[config.mk]
export PLATFORM = sky130hd
export DESIGN_NAME = sipo
export DESIGN_NICKNAME = d
export VERILOG_FILES = /design/src/rtl/sipo_pkg.sv /design/src/rtl/sipo_bit_cnt.sv /design/src/rtl/sipo.sv
export SDC_FILE = /design/constraint.sdc
export NUM_CORES = 1
export LEC_CHECK = 0
export ABC_AREA = 0
export CORE_AREA = 5 5 42 44
export DETAILED_ROUTE_END_ITERATION = 8
export DIE_AREA = 0 0 47 49
export MAX_ROUTING_LAYER = met4
export PLACE_DENSITY_LB_ADDON = 0.08
export SYNTH_ARGS = -nofsm -noshare
export SYNTH_HDL_FRONTEND = slang
export SYNTH_SLANG_ARGS = --single-unit
export TNS_END_PERCENT = 50
[constraint.sdc]
create_clock -name clk -period 1.1 [get_ports clk]
set_input_delay 0.275 -clock clk [delete_from_list [all_inputs] [get_ports clk]]
set_output_delay 0.275 -clock clk [all_outputs]
set_load 0.03 [all_outputs]
[src/rtl/sipo_pkg.sv]
// ---------------------------------------------------------------------------
// sipo_pkg
// Shared definitions for the serial-in / parallel-out receiver:
//   - SIPO_DEFAULT_WIDTH : default number of data bits per word
//   - sipo_state_e       : output FSM encodings (COLLECT, HOLD)
//   - cnt_bits()         : width of a counter able to hold 0..max_count
// ---------------------------------------------------------------------------
package sipo_pkg;

   localparam int SIPO_DEFAULT_WIDTH = 4;

   typedef enum logic {
      COLLECT = 1'b0,
      HOLD    = 1'b1
   } sipo_state_e;

   function automatic int cnt_bits(input int max_count);
      return (max_count < 1) ? 1 : $clog2(max_count + 1);
   endfunction

endpackage

[src/rtl/sipo_bit_cnt.sv]
// ---------------------------------------------------------------------------
// sipo_bit_cnt
// Frame bit counter for the SIPO receiver. Counts enabled clock edges
// 0..max_count and wraps back to 0 on the edge after max_count.
//
// Ports:
//   clk    in   rising-edge clock
//   rst    in   asynchronous reset, active-low
//   en     in   advance the counter on this edge
//   count  out  index of the bit sampled on the next enabled edge
//   wrap   out  high when the coming enabled edge is the last of the frame
// ---------------------------------------------------------------------------
module sipo_bit_cnt
   import sipo_pkg::*;
#(
   parameter int max_count = 3,
   parameter int cnt_w     = cnt_bits(max_count)
) (
   input  logic             clk,
   input  logic             rst,
   input  logic             en,
   output logic [cnt_w-1:0] count,
   output logic             wrap
);

   localparam logic [cnt_w-1:0] LAST = cnt_w'(max_count);

   logic [cnt_w-1:0] count_q;
   logic [cnt_w-1:0] count_d;

   // wrap is combinational so the parent sees completion on the same edge
   // that samples the final bit of the frame.
   assign wrap  = en && (count_q == LAST);
   assign count = count_q;

   always_comb begin
      count_d = count_q;
      if (en) begin
         count_d = wrap ? '0 : count_q + 1'b1;
      end
   end

   always_ff @(posedge clk or negedge rst) begin
      if (!rst) begin
         count_q <= '0;
      end else begin
         count_q <= count_d;
      end
   end

endmodule

[src/rtl/sipo.sv]
// ---------------------------------------------------------------------------
// sipo
// Serial-in / parallel-out receiver with a one-word output register and a
// valid/ready handshake. Bits arrive MSB first on serial_in, qualified by
// shift. A completed word is presented on parallel_out with out_valid; if a
// second word completes while the first is still unconsumed, the new word is
// dropped and overrun pulses for one cycle.
//
// Optional feature macro: SIPO_PARITY_EN
//   When defined, each frame is width data bits followed by one even-parity
//   bit, and parity_err reports a mismatch alongside the loaded word.
//
// Ports:
//   clk           in   rising-edge clock
//   rst           in   asynchronous reset, active-low
//   shift         in   serial bit strobe
//   serial_in     in   serial data, MSB first
//   parallel_out  out  last completed word (width bits)
//   out_valid     out  parallel_out holds an unconsumed word
//   out_ready     in   consumer accepts the word when out_valid is high
//   overrun       out  one-cycle pulse: completed word dropped
//   parity_err    out  parity mismatch of the held word (SIPO_PARITY_EN only)
// ---------------------------------------------------------------------------
module sipo
   import sipo_pkg::*;
#(
   parameter int width = SIPO_DEFAULT_WIDTH
) (
   input  logic             clk,
   input  logic             rst,
   input  logic             shift,
   input  logic             serial_in,
   output logic [width-1:0] parallel_out,
   output logic             out_valid,
   input  logic             out_ready,
   output logic             overrun
`ifdef SIPO_PARITY_EN
   ,
   output logic             parity_err
`endif
);

`ifdef SIPO_PARITY_EN
   localparam int LAST_IDX = width;
`else
   localparam int LAST_IDX = width - 1;
`endif
   localparam int CNT_W = cnt_bits(LAST_IDX);

   logic [CNT_W-1:0] bit_idx;
   logic             word_done;

   logic [width-1:0] shift_q;
   logic [width-1:0] shift_d;
   logic [width-1:0] out_q;
   logic [width-1:0] out_d;
   sipo_state_e      state_q;
   sipo_state_e      state_d;
   logic             overrun_q;
   logic             overrun_d;
   logic             take_data;
   logic [width-1:0] new_word;

   sipo_bit_cnt #(
      .max_count (LAST_IDX),
      .cnt_w     (CNT_W)
   ) u_bit_cnt (
      .clk   (clk),
      .rst   (rst),
      .en    (shift),
      .count (bit_idx),
      .wrap  (word_done)
   );

`ifdef SIPO_PARITY_EN
   logic perr_q;
   logic perr_d;
   logic new_perr;

   // The parity bit is not part of the data word, so it never enters the
   // shift register; the completed word is what is already in it.
   assign take_data = shift && (bit_idx != CNT_W'(width));
   assign new_word  = shift_q;
   assign new_perr  = (^shift_q) ^ serial_in;
`else
   // The last data bit completes the word, so it is merged in directly
   // rather than waiting for it to land in the shift register.
   assign take_data = shift;
   assign new_word  = {shift_q[width-2:0], serial_in};
`endif

   // Shift register: bit 0 of a frame starts from a clean register so stale
   // bits of an earlier word never linger in the low positions.
   always_comb begin
      shift_d = shift_q;
      if (take_data) begin
         if (bit_idx == '0) begin
            shift_d = {{(width-1){1'b0}}, serial_in};
         end else begin
            shift_d = {shift_q[width-2:0], serial_in};
         end
      end
   end

   // Output FSM: HOLD means the output register owns an unconsumed word.
   // A completion in HOLD loads only if the consumer takes the old word on
   // the same edge; otherwise the new word is dropped and overrun pulses.
   always_comb begin
      state_d   = state_q;
      out_d     = out_q;
      overrun_d = 1'b0;
`ifdef SIPO_PARITY_EN
      perr_d    = perr_q;
`endif
      case (state_q)
         COLLECT: begin
            if (word_done) begin
               out_d   = new_word;
`ifdef SIPO_PARITY_EN
               perr_d  = new_perr;
`endif
               state_d = HOLD;
            end
         end
         HOLD: begin
            if (word_done) begin
               if (out_ready) begin
                  out_d  = new_word;
`ifdef SIPO_PARITY_EN
                  perr_d = new_perr;
`endif
               end else begin
                  overrun_d = 1'b1;
               end
            end else if (out_ready) begin
               state_d = COLLECT;
            end
         end
         default: begin
            state_d = COLLECT;
         end
      endcase
   end

   // State and datapath registers, all cleared by the asynchronous reset.
   always_ff @(posedge clk or negedge rst) begin
      if (!rst) begin
         shift_q   <= '0;
         out_q     <= '0;
         state_q   <= COLLECT;
         overrun_q <= 1'b0;
      end else begin
         shift_q   <= shift_d;
         out_q     <= out_d;
         state_q   <= state_d;
         overrun_q <= overrun_d;
      end
   end

`ifdef SIPO_PARITY_EN
   // Parity flag travels with the output word and holds with it.
   always_ff @(posedge clk or negedge rst) begin
      if (!rst) begin
         perr_q <= 1'b0;
      end else begin
         perr_q <= perr_d;
      end
   end

   assign parity_err = perr_q;
`endif

   assign parallel_out = out_q;
   assign out_valid    = (state_q == HOLD);
   assign overrun      = overrun_q;

endmodule

-- Word level (Yosys, flattened, before mapping)
Cells that the tools add are included.
- reductions and logical operators: 3
- multiplexer cells: 12
- equality and inequality tests: 4
- $add $sub $neg: 1
- bitwise gates (word level): 1
- operator list (cell ; count):
    4-bit 2-to-1 mux ; 3
    4-bit case mux with 2 select lines ; 1
    1-bit 2-to-1 mux ; 5
    2-bit by 1-bit inequality test with 1-bit output (second input constant) ; 2
    3-bit 2-to-1 mux ; 1
    3-bit AND reduction ; 1
    2-bit by 1-bit adder with 2-bit output (second input constant) ; 1
    2-bit == test (second input constant) ; 1
    2-bit zero test ; 1
    2-bit 2-to-1 mux ; 1
    2-bit inequality test (second input constant) ; 1
    1-bit case mux with 2 select lines ; 1
    1-bit logical AND ; 1
    1-bit NOT ; 1
- logic and storage cells: 26
- output and inout port bits: 6
- bits in registers: 11
- input bits: 5

-- Longest topological paths before layout
Gate-level depths: netlist (run 1).
- depth in word-level cells: 4
- mapped depth: 4
- gate-level depth less buffers: 4

-- Hierarchy
From an unflattened synthesis (run 1), not the netlist that was laid out.
- cell total of the unflattened synthesis: 33
- area, all modules: 460.4 um^2
- by module, submodules not included (module ; cells an instance ; area an instance (um^2) ; seq. area each (um^2) ; instances):
    sipo ; 26 ; 364.1 ; 225.2 ; 1
    sipo_bit_cnt ; 7 ; 96.3 ; 50.0 ; 1

-- Least setup slack after synthesis (run 1)
OpenSTA, ideal clock, no wires.
- path kind: reg-to-reg
- from: register state_q, in the netlist out_valid
- to: register out_q[0], in the netlist parallel_out[0]
- path buffers: 0
- stages on the path, launching flop included: 4
- path slack: -0.156 ns
- clock period less this slack: 1.256 ns
- setup time: 0.125 ns
- required time: 0.975 ns
- arrival time: 1.131 ns
- cell sequence: dfrtp_1 nand2b_1 nor2b_4 mux2_2
- longest elaborated chain between the ends: 3
- elaborated cells between the ends (all ways): 6
- those cells by class: eq/ne: 3; mux: 1; bitwise: 1; reduce/logical: 1
- RTL lines (what ; line ; text):
    from (decl) ; sipo.sv:57 ; sipo_state_e state_q;
    from (signal assigned) ; sipo.sv:155 ; state_q <= state_d;
    1-bit NOT ; -- ;
    2-bit by 1-bit inequality test with 1-bit output (no source line) ; -- ;
    3-bit AND reduction (no source line) ; -- ;
    to (signal assigned) ; sipo.sv:154 ; out_q <= out_d;
    to (decl) ; sipo.sv:55 ; logic [width-1:0] out_q;
Parallel ways exist; a longest one is shown, timed or not.
A chain may end at the register's enable or synchronous reset.

-- Worst setup path in the final report (run 1)
- from: input port out_ready
- to: register out_q[3], in the netlist parallel_out[3]
- longest elaborated chain between the ends: 2
- RTL lines (what ; line ; text):
    from (decl) ; sipo.sv:35 ; input logic out_ready,
    2-bit inequality test (no source line) ; -- ;
    3-bit AND reduction (no source line) ; -- ;
No other way between the ends.

==> run_results.csv, run 1 <==
group,metric,value,unit
setup_path,worst_r2r_path_depth,4,
sta,fmax,0.7997,GHz
setup_path,worstPathMaxFanout,4,
yosys,synthTopCellsByCount,"11 x dfrtp_1, 5 x inv_1, 5 x mux2_2",
yosys,async_flop_share,100.0,%
yosys,synth.avg_cell_area,12.58,um^2
setup_path,crit_path_end_kind,"flop",
yosys,yosysSeqAreaShare,59.14,%
yosys,synth_nets,44,
worst_hold_path,holdCritPathClass,"in -> async",
pwr,leakagePower,0.3221,nW
clocking,cts_sinks,11,
pwr,p_total,1.641,mW
placed_design,io_buffers,10,
layout,final_nets,62,
clocking,cts_tree,"done",
route,vias,318,
pwr,vdd_drop_max,0.0009577,V
sta,setup_tns,-586.1,ps
die,die-area,2303,um^2
setup_path,crit_path_max_incr_delay,460,ps
status,status,"finished with violations",
sta,finalSetupViolCount,5,
clocking,clkTransAtPathRegs,80,ps
sta,worst_slew_pin_slew,152.0,ps
setup_path,setup.worst_path.class,"in -> reg",
die,die_w,47,um
sta,rsz0062_at_grt,"true",
yosys,ys_ff_latch,11,
clocking,clock_tree.buffer_depth,2,
global_routing,grt_overflow,0,
setup_path,crit_family,"buffers and inverters",
sta,slew_headroom,89.76,%
yosys,synth_top_area_cell,"dfrtp_1",
yosys,synth_area,465.4,um^2
yosys,syn_inst,37,
setup_path,worstPathArrival,1390,ps
placed_design,gp_congestion,0.7456,
global_routing,antenna_found_initial,0,
clocking,cts_hold_buf,0,
die,core-area,1401,um^2
yosys,synth.area.top_cells,"dfrtp_1 59%, mux2_2 12%, ha_1 5.4%",
die,io_pins,11,
die,die_y,49,um
pwr,power_density,2508,nW/um^2
yosys,synth_cell_types,13,
global_routing,grt_first_pass_wirelength,1435,um
yosys,synthAdderAreaFrac,5.376,%
sta,drv_slew,0,
route,drt_pass1_iterations,3,
yosys,yosysMostFrequentCell,"dfrtp_1",
setup_path,cp.required,1240,ps
placed_design,dp_hpwl,692.3,um
sta,period_share,113.7,%
setup_path,critPathBufInv,1,
global_routing,track_usage,8.938,%
layout,fillers,149,
yosys,synth_edf_count,0,
yosys,netlist.area_leader.share,59.14,%
layout,drive_gt1_share,42.59,%
setup_path,path_cells,"clkdlybuf4s50_1, nand2b_4, nor2b_4, mux2_2",
route,first_iter_violations,4,
setup_path,crit_slowest_cell,"clkdlybuf4s50_1",
yosys,synth_simple_gate_area_share,13.44,%
clocking,cts.htree.levels,1,
route,routedWlPerCell,12.69,um
layout,diodes,0,
yosys,synth-main-ff-cell,"dfrtp_1",
yosys,synth_xor_area_share,0,%
route,post-route-drc-count,0,
yosys,synth_mux_area_share,12.10,%
sta,hold_violations,0,
yosys,synth_top_family_by_area,"simple AND/OR/NAND/NOR gates",
route,drt-total-wl,888,um
die,fp-row-count,14,
sta,clock_skew,13.01,ps
global_routing,grt_pass1_vias,332,
status,violations,"setup timing",
layout,area_growth,40.59,%
clocking,cts_root_buf,"clkbuf_4",
setup_path,cp.depth,4,
sta,setup_ws,-150.4,ps
sta,holdWs,296.7,ps
clocking,numCtsBuffers,3,
sta,period_minus_slack,1250,ps
clocking,insertion_delay,270,ps
route,ant_nets,0,
die,start_util,33.21,%
global_routing,grt_max_degree,12,
setup_path,crit_path_start_kind,"input port",
route,vias_per_cell,4.543,
yosys,synth_compound_gate_area_share,4.301,%
run,drv_cap,0,
yosys,yosys_warnings,0,
[timing repair]
action | 4_1_cts | 5_1_grt
resized for setup | 4 | 4
endpoints found under the hold margin | 0 | 0
pin swaps | 1 | 0
setup buffers | 0 | 1
setup endpoints to repair | 6 | 9
[sequential cells by signal, summed over array words and instances (netlist names)]
register,count
overrun,1
out_valid,1
parallel_out,4
u_bit_cnt.count,2
shift_q,3
[final cells by class]
class / instances / area (um^2) / share of cell area, %
well taps: 16 / 20.02 / 3.059
flip-flops and latches: 11 / 276.5 / 42.26
inverters: 5 / 18.77 / 2.868
repair buffers: 14 / 128.9 / 19.69
clock buffers: 4 / 26.28 / 4.015
multi-input cells: 20 / 183.9 / 28.11
[placed cells by master, fill, tap and decap left out, drive strengths merged]
cell	Yosys	layout
buf	1	10
clkbuf	0	4
clkdlybuf4s50	0	3
dfrtp	11	11
dlygate4sd2	0	1
ha	2	2
inv	5	5
mux2	5	5
nand2	3	3
nand2b	1	1
nand3	1	1
nand3b	2	2
nor2	1	1
nor2b	1	1
o21ai	4	4
[per-layer routing]
metal | up-vias | global-route usage [%] | share of wire, %
met3 | 2 | 2.583 | 8.8
met2 | 9 | 12.90 | 49
met4 | 0 | 4.147 | 0.90
met5 | - | - | 0
li1 | 152 | - | -
met1 | 155 | 11.26 | 42
[report_power, final]
group | internal (mW) | total [mW] | switching, mW
logic | 0.356 | 0.710 | 0.354
clock network | 0.140 | 0.270 | 0.130
registers | 0.550 | 0.661 | 0.112
total | 1.04 | 1.64 | 0.596
[final timing paths]
kind	startpoint	endpoint	slack [ps]
max in group asynchronous	rst	out_valid	630
max	out_ready	parallel_out[3]	-150
min reg2reg	shift_q[2]	parallel_out[3]	520
max reg2reg	u_bit_cnt.count[1]	parallel_out[3]	-140
min	rst	parallel_out[2]	300
min in group clk	shift_q[2]	parallel_out[3]	520
[kinds of logic after synthesis]
kind of cell | after synthesis
compound gates | 4
fa+ha+maj | 2
buf+inv | 6
flops | 11
mux | 5
simple gates | 9
[stage by stage]
stage / util, % / instances / setup WS (ps) / area [um^2]
final: 46.70 / 70 / -150.4 / 654.4
after detailed placement: 41.88 / 65 / -434.4 / 586.8
after floorplan: - / 37 / -113.5 / 466.7
after global placement: 41.88 / 65 / -426.7 / 586.8
after CTS: 45.09 / 69 / -136.3 / 631.9
after global routing: 46.70 / 70 / -179.7 / 654.4
Power figures use the tool's default switching activity.
==> inputs of run 2 (changes only) <==
--- a/config.mk
+++ b/config.mk
@@ -7,6 +7,7 @@
 export LEC_CHECK = 0
 export ABC_AREA = 0
 export CORE_AREA = 5 5 42 44
+export CTS_CLUSTER_SIZE = 28
 export DETAILED_ROUTE_END_ITERATION = 8
 export DIE_AREA = 0 0 47 49
 export MAX_ROUTING_LAYER = met4
==> results of run 2 <==
Final layout, timing and power as in run 1 (identical DEF).
